`src/rtl/mem_bus_responder.sv`:
```
// Memory-side responder: services the control unit's active-low MR/MW strobes
// against a byte-wide RAM with programmable wait states and a ready/rvalid handshake.
module mem_bus_responder #(
  parameter int ADDR_W      = 8,
  parameter int DATA_W      = 8,
  parameter int WAIT_STATES = 1
) (
  input  logic              clock,
  input  logic              reset,
  input  logic [ADDR_W-1:0] addr,
  input  logic              MR,
  input  logic              MW,
  input  logic [DATA_W-1:0] wdata,
  output logic [DATA_W-1:0] rdata,
  output logic              ready,
  output logic              rvalid,
  output logic              bus_err,
  output logic              busy
);

  typedef enum logic [1:0] {IDLE, ACCESS, DONE} state_e;

  localparam logic [3:0] WAIT_CNT = 4'(WAIT_STATES);

  state_e              state_q, state_d;
  logic [ADDR_W-1:0]   addr_q, addr_d;
  logic                wr_q, wr_d;
  logic [DATA_W-1:0]   wdata_q, wdata_d;
  logic [DATA_W-1:0]   rdata_q, rdata_d;
  logic [3:0]          cnt_q, cnt_d;
  logic                ready_q, ready_d;
  logic                rvalid_q, rvalid_d;
  logic                bus_err_q, bus_err_d;
  logic                ram_we;
  logic [DATA_W-1:0]   mem [2**ADDR_W];

  logic start_rd, start_wr, both_low, strobe_held, opp_low;

  assign start_rd    = !MR &&  MW;
  assign start_wr    =  MR && !MW;
  assign both_low    = !MR && !MW;
  // Once an access is latched only its own strobe keeps it alive; the other one is a protocol error.
  assign strobe_held = wr_q ? !MW : !MR;
  assign opp_low     = wr_q ? !MR : !MW;

  // NOTE: sequential state uses non-blocking assignments so every register samples pre-edge values.
  always_ff @(posedge clock or posedge reset) begin
    if (reset) state_q <= IDLE;
    else       state_q <= state_d;
  end

  always_comb begin
    state_d = state_q;
    unique case (state_q)
      IDLE:    if (start_rd || start_wr) state_d = ACCESS;
      ACCESS:  if (!strobe_held)         state_d = IDLE;
               else if (cnt_q == 4'd0)   state_d = DONE;
      DONE:    if (!strobe_held)         state_d = IDLE;
      default:                           state_d = IDLE;
    endcase
  end

  // NOTE: every signal gets a default before the case so no path leaves it unassigned (no latches).
  always_comb begin
    addr_d    = addr_q;
    wr_d      = wr_q;
    wdata_d   = wdata_q;
    rdata_d   = rdata_q;
    cnt_d     = cnt_q;
    ready_d   = ready_q;
    rvalid_d  = rvalid_q;
    bus_err_d = bus_err_q;
    ram_we    = 1'b0;
    unique case (state_q)
      IDLE: begin
        if (both_low) bus_err_d = 1'b1;
        if (start_rd || start_wr) begin
          addr_d = addr;
          wr_d   = start_wr;
          cnt_d  = WAIT_CNT;
          if (start_wr) wdata_d = wdata;
        end
      end
      ACCESS: begin
        if (opp_low) bus_err_d = 1'b1;
        if (strobe_held) begin
          if (cnt_q != 4'd0) begin
            cnt_d = cnt_q - 4'd1;
          end else begin
            ready_d  = 1'b1;
            rvalid_d = !wr_q;
            if (wr_q) ram_we  = 1'b1;
            else      rdata_d = mem[addr_q];
          end
        end
      end
      DONE: begin
        if (opp_low) bus_err_d = 1'b1;
        if (!strobe_held) begin
          ready_d  = 1'b0;
          rvalid_d = 1'b0;
        end
      end
      default: ;
    endcase
  end

  always_ff @(posedge clock or posedge reset) begin
    if (reset) begin
      addr_q    <= '0;
      wr_q      <= 1'b0;
      wdata_q   <= '0;
      rdata_q   <= '0;
      cnt_q     <= 4'd0;
      ready_q   <= 1'b0;
      rvalid_q  <= 1'b0;
      bus_err_q <= 1'b0;
    end else begin
      addr_q    <= addr_d;
      wr_q      <= wr_d;
      wdata_q   <= wdata_d;
      rdata_q   <= rdata_d;
      cnt_q     <= cnt_d;
      ready_q   <= ready_d;
      rvalid_q  <= rvalid_d;
      bus_err_q <= bus_err_d;
    end
  end

  // NOTE: the RAM array is deliberately left out of reset so it maps onto plain memory.
  always_ff @(posedge clock) begin
    if (ram_we) mem[addr_q] <= wdata_q;
  end

  assign rdata   = rdata_q;
  assign ready   = ready_q;
  assign rvalid  = rvalid_q;
  assign bus_err = bus_err_q;
  assign busy    = (state_q != IDLE);

endmodule
```
`config.mk`:
```
export PLATFORM = sky130hd
export DESIGN_NAME = mem_bus_responder
export DESIGN_NICKNAME = d
export VERILOG_FILES = /design/src/rtl/mem_bus_responder.sv
export SDC_FILE = /design/constraint.sdc
export NUM_CORES = 2
export LEC_CHECK = 0
export CORE_MARGIN = 2
export CORE_UTILIZATION = 49
export DETAILED_ROUTE_END_ITERATION = 8
export DONT_BUFFER_PORTS = 1
export SLEW_MARGIN = 20
export SYNTH_ARGS = -nofsm -noshare
export SYNTH_HDL_FRONTEND = slang
export SYNTH_SLANG_ARGS = --single-unit
```
`constraint.sdc`:
```
create_clock -name clock -period 4.8 [get_ports clock]
set_clock_uncertainty 0.15 [all_clocks]
set_input_delay 0.96 -clock clock [delete_from_list [all_inputs] [get_ports clock]]
set_output_delay 0.96 -clock clock [all_outputs]
set_load 0.01 [all_outputs]
```
==> out/results.md <==
| Step | Result | Reported |
| --- | --- | --- |
| cts | CTS tree | built |
| global routing | Pin count of the biggest net entering global routing | 164 |
| logic synthesis | Mean post-synth cell area | 20.99 µm² |
| floorplan | Overall die height | 411.2 µm |
| global routing | Global router's overall resource usage | 25.72% |
| logic synthesis | Synth unique cells | 66 |
| floorplan | Die Outline Area | 169100 µm² |
| cts | TritonCTS buffer count | 204 |
| logic synthesis | Area contributors post-synth | sky130_fd_sc_hd__edfxtp_1 (76%), sky130_fd_sc_hd__mux4_2 (13%), sky130_fd_sc_hd__mux2i_1 (2.2%), sky130_fd_sc_hd__nor2_1 (1.4%), sky130_fd_sc_hd__dfrtp_1 (1.0%) |
| routing | Drt total wl | 216000 µm |
| worst setup path | Crit-path max FO | 9 |
| cts | CTS sink count | 2082 |
| logic synthesis | Largest area contributor in the synthesized netlist | sky130_fd_sc_hd__edfxtp_1 |
| run | Maxcap violations | 0 |
| global routing | Antenna violations before repair | 11 |
| placement | Final Wtd Congestion | 0.8612 |
| routing | Final ANT Viol Nets | 0 |
| logic synthesis | Most used DFF post-synth | sky130_fd_sc_hd__edfxtp_1 |
| timing | Total Neg Setup Slack | 0 ps |
| logic synthesis | Mapped Nets | 3900 |
| logic synthesis | Sequential share of the synthesized area | 76.73% |
| global routing | Number of global-route vias before repair | 40110 |
| global routing | Total congestion overflow after global routing | 0 |
| cts | H-tree lvl count | 4 |
| logic synthesis | Async set-or-reset flop fraction in the synthesized netlist | 1.633% |
| power | Static leakage | 28.91 nW |
| logic synthesis | Number of synthesized register bits | 2082 |
| timing | Headroom to the max-slew limit | 23.21% |
| global routing | Global-route wire length before repair | 307000 µm |
| cells and area | Leading cell type in the layout, fill and taps excluded | sky130_fd_sc_hd__edfxtp_1 |
| logic synthesis | Post-synthesis adder-cell area fraction | 0.1386% |
| timing | Achievable frequency | 224.3 MHz |
| worst setup path | Type of element capturing the critical path | flip-flop |
| worst setup path | Worst reg2reg setup slack | 340 ps |
| worst setup path | Worst r2r src | state_q[1]$_DFFE_PP0P_ |
| routing | Router iterations before antenna repair | 6 |
| worst setup path | Type of origin of the critical path | flip-flop |
| routing | Via Count | 40560 |
| timing | Final Max Tran Viols | 0 |
| cells and area | Finished Cell Area | 91710 µm² |
| logic synthesis | Mux contribution to synthesized area | 16.06% |
| min path | Origin of the worst min-delay path | wdata[7] |
| logic synthesis | Area share of and/or/nand/nor cells after synthesis | 3.052% |
| logic synthesis | Parity-gate share of the synthesized area counting xor and xnor cells | 0% |
| logic synthesis | Main combinational cell family by area after synthesis | multiplexers |
| timing | Endpoints failing hold | 0 |
| cells and area | Post-layout net count | 4107 |
| floorplan | Die W | 411.2 µm |
| placement | Cell Count Post-Placement | 6060 |
| cts | Clock latency at the later pin of the worst-skew pair | 830 ps |
| placement | Post-detailed-placement half-perimeter wirelength | 133400 µm |
| routing | Number of DRC markers in iteration 0 | 5278 |
| cells and area | Layout area overhead | 12.87% |
| cells and area | Share of post-route cells with drive strength above 1 | 25.52% |
| cells and area | Commonest cells after routing, fill and taps aside | sky130_fd_sc_hd__edfxtp_1 (2048), sky130_fd_sc_hd__mux4_2 (483), sky130_fd_sc_hd__nor2_1 (296) |
| worst setup path | Launching element of the worst setup path | state_q[1]$_DFFE_PP0P_ |
| status | Run status | finished clean |
| timing | Final Cycle Share | 92.90% |
| routing | Routed WL per cell | 33.49 µm |
| routing | Ratio of routed vias to standard cells | 6.291 |
| worst setup path | Category of the critical setup timing path | flip-flop to flip-flop |
| timing | # setup viols final | 0 |
| logic synthesis | Number of cells produced by synthesis | 3871 |
| cts | Buffer cell driving the clock tree root | sky130_fd_sc_hd__clkbuf_16 |
| floorplan | Initial core utilization | 49.31% |
| min path | Worst hold-check path type | primary input to flip-flop |
| cells and area | Cell Count, Final, Fillers Out | 6448 |
| cts | Buffer levels on the longest clock path | 3 |
| floorplan | Standard-cell row count | 149 |
| worst setup path | Worst path arrival time | 4760 ps |
| placement | Number of buffers inserted by port buffering | 0 |
| worst setup path | Required time of the worst setup path | 5100 ps |
| cts | Clock-pin slew on the worst setup and hold paths | 60 ps |
| power | Worst-case vdd ir drop | 1.285 mV |
| power | Power after layout | 56.82 mW |
| logic synthesis | Number of enable-type register cells in the synthesized netlist | 2048 |
| logic synthesis | Warning count from the yosys run | 0 |
| floorplan | I/O pin count | 32 |
| routing | # DRC | 0 |
| floorplan | Core box area | 164800 µm² |
| placement | Placed standard-cell area | 84960 µm² |
| power | Power density relative to cell area | 619.6 nW/µm² |
| timing | Period minus WS final | 4459 ps |
| timing | Transition at the pin with the smallest max-transition slack | 1149 ps |
| logic synthesis | Complex-gate fraction of the synthesized area | 2.356% |
| logic synthesis | Area share of the largest cell type after synthesis | 75.68% |
| timing | Unrepaired setup endpoints after global routing | false |
| logic synthesis | Area of the mapped netlist | 81260 µm² |
| cells and area | Layout filler cell count | 12320 |
[registers in the layout, indices dropped and copies added, names as in the netlist]
signal	cells
addr_q	8
cnt_q	4
wdata_q	8
mem	2048
state_q	2
bus_err	1
rvalid	1
rdata	8
wr_q	1
ready	1
[timing repair]
action                                 4_1_cts  5_1_grt
hold buffers                                 1        0
gates resized for setup                      0        0
buffers inserted                             0        0
endpoints found under the hold margin       12        0
[power by group]
group	switching (mW)	internal, mW
sequential	1.47	22.8
combinational	10.4	5.98
clock	6.78	9.32
total	18.7	38.1
[worst max-delay path: stages, from the launching register on]
cell,delay [ps]
sky130_fd_sc_hd__dfrtp_1,420
sky130_fd_sc_hd__inv_1,90
sky130_fd_sc_hd__ha_1,290
sky130_fd_sc_hd__nand3_1,280
sky130_fd_sc_hd__nor3b_1,760
sky130_fd_sc_hd__and3_1,360
sky130_fd_sc_hd__nand2_1,570
sky130_fd_sc_hd__buf_4,460
sky130_fd_sc_hd__nor2_1,680
[path summary, 6_finish.rpt]
path / end / depth (start not counted)
setup / recovery: mem[147][6]$_DFFE_PP_ / 8
hold / removal: wdata_q[7]$_DFFE_PP0P_ / 1
setup reg to reg: mem[147][6]$_DFFE_PP_ / 8
hold reg to reg: cnt_q[2]$_DFFE_PP0P_ / 1
max in group asynchronous: addr_q[0]$_DFFE_PP0P_ / 3
min in group asynchronous: rvalid$_DFFE_PP0P_ / 2
[final cells by class]
cell class | count | area [µm²] | share of cell area (%)
clock buffer | 256 | 5569 | 6.072
timing repair buffer | 228 | 2140 | 2.333
multi-input combinational | 1545 | 17630 | 19.22
antenna | 4 | 10.01 | 0.01091
sequential | 2082 | 62400 | 68.04
tap | 2189 | 2739 | 2.986
inverter | 17 | 66.31 | 0.07230
clock inverter | 127 | 1166 | 1.271
[synthesized netlist by cell type (15+ instances only)]
cell type / n
sky130_fd_sc_hd__a21oi_1: 35
sky130_fd_sc_hd__a22oi_1: 77
sky130_fd_sc_hd__a32oi_1: 15
sky130_fd_sc_hd__buf_2: 88
sky130_fd_sc_hd__buf_4: 42
sky130_fd_sc_hd__clkbuf_1: 69
sky130_fd_sc_hd__dfrtp_1: 34
sky130_fd_sc_hd__edfxtp_1: 2048
sky130_fd_sc_hd__inv_1: 16
sky130_fd_sc_hd__mux2_2: 29
sky130_fd_sc_hd__mux2i_1: 179
sky130_fd_sc_hd__mux4_2: 483
sky130_fd_sc_hd__nand2_1: 131
sky130_fd_sc_hd__nand3_1: 52
sky130_fd_sc_hd__nor2_1: 298
sky130_fd_sc_hd__nor2b_1: 16
sky130_fd_sc_hd__o21ai_0: 26
sky130_fd_sc_hd__o22ai_1: 34
[per-stage QoR]
| stage | utilization (%) | setup slack, ps | hold WS (ps) |
|---|---|---|---|
| 6_report | 55.65 | 340.9 | 126.3 |
| 3_3_place_gp | 51.55 | 549.5 | 331.7 |
| 5_1_grt | 55.64 | 267.7 | 96.81 |
| 2_1_floorplan | - | 667.7 | 309.2 |
| 4_1_cts | 55.64 | 490.7 | 54.27 |
| 3_5_place_dp | 51.55 | 534.9 | 346.2 |
[routing by layer]
metal	wire length, µm	part of all wire [%]	global-route usage [%]	vias up
li1	-	-	-	16510
met1	89440	41	37.84	21820
met2	101200	47	39.48	1887
met3	19060	8.8	5.006	336
met4	6201	2.9	7.572	6
met5	35	0.016	0	-
[kinds of logic (layout without fill, tap and decap cells)]
kind of cell	Yosys count	after routing
buffers and inverters	244	628
AO/OA/AOI/OAI	270	270
other	0	4
flip-flops	2082	2082
adder cells (fa/ha/maj)	9	9
multiplexers	693	693
AND/OR/NAND/NOR	573	573
(Power assumes the default switching activity.)
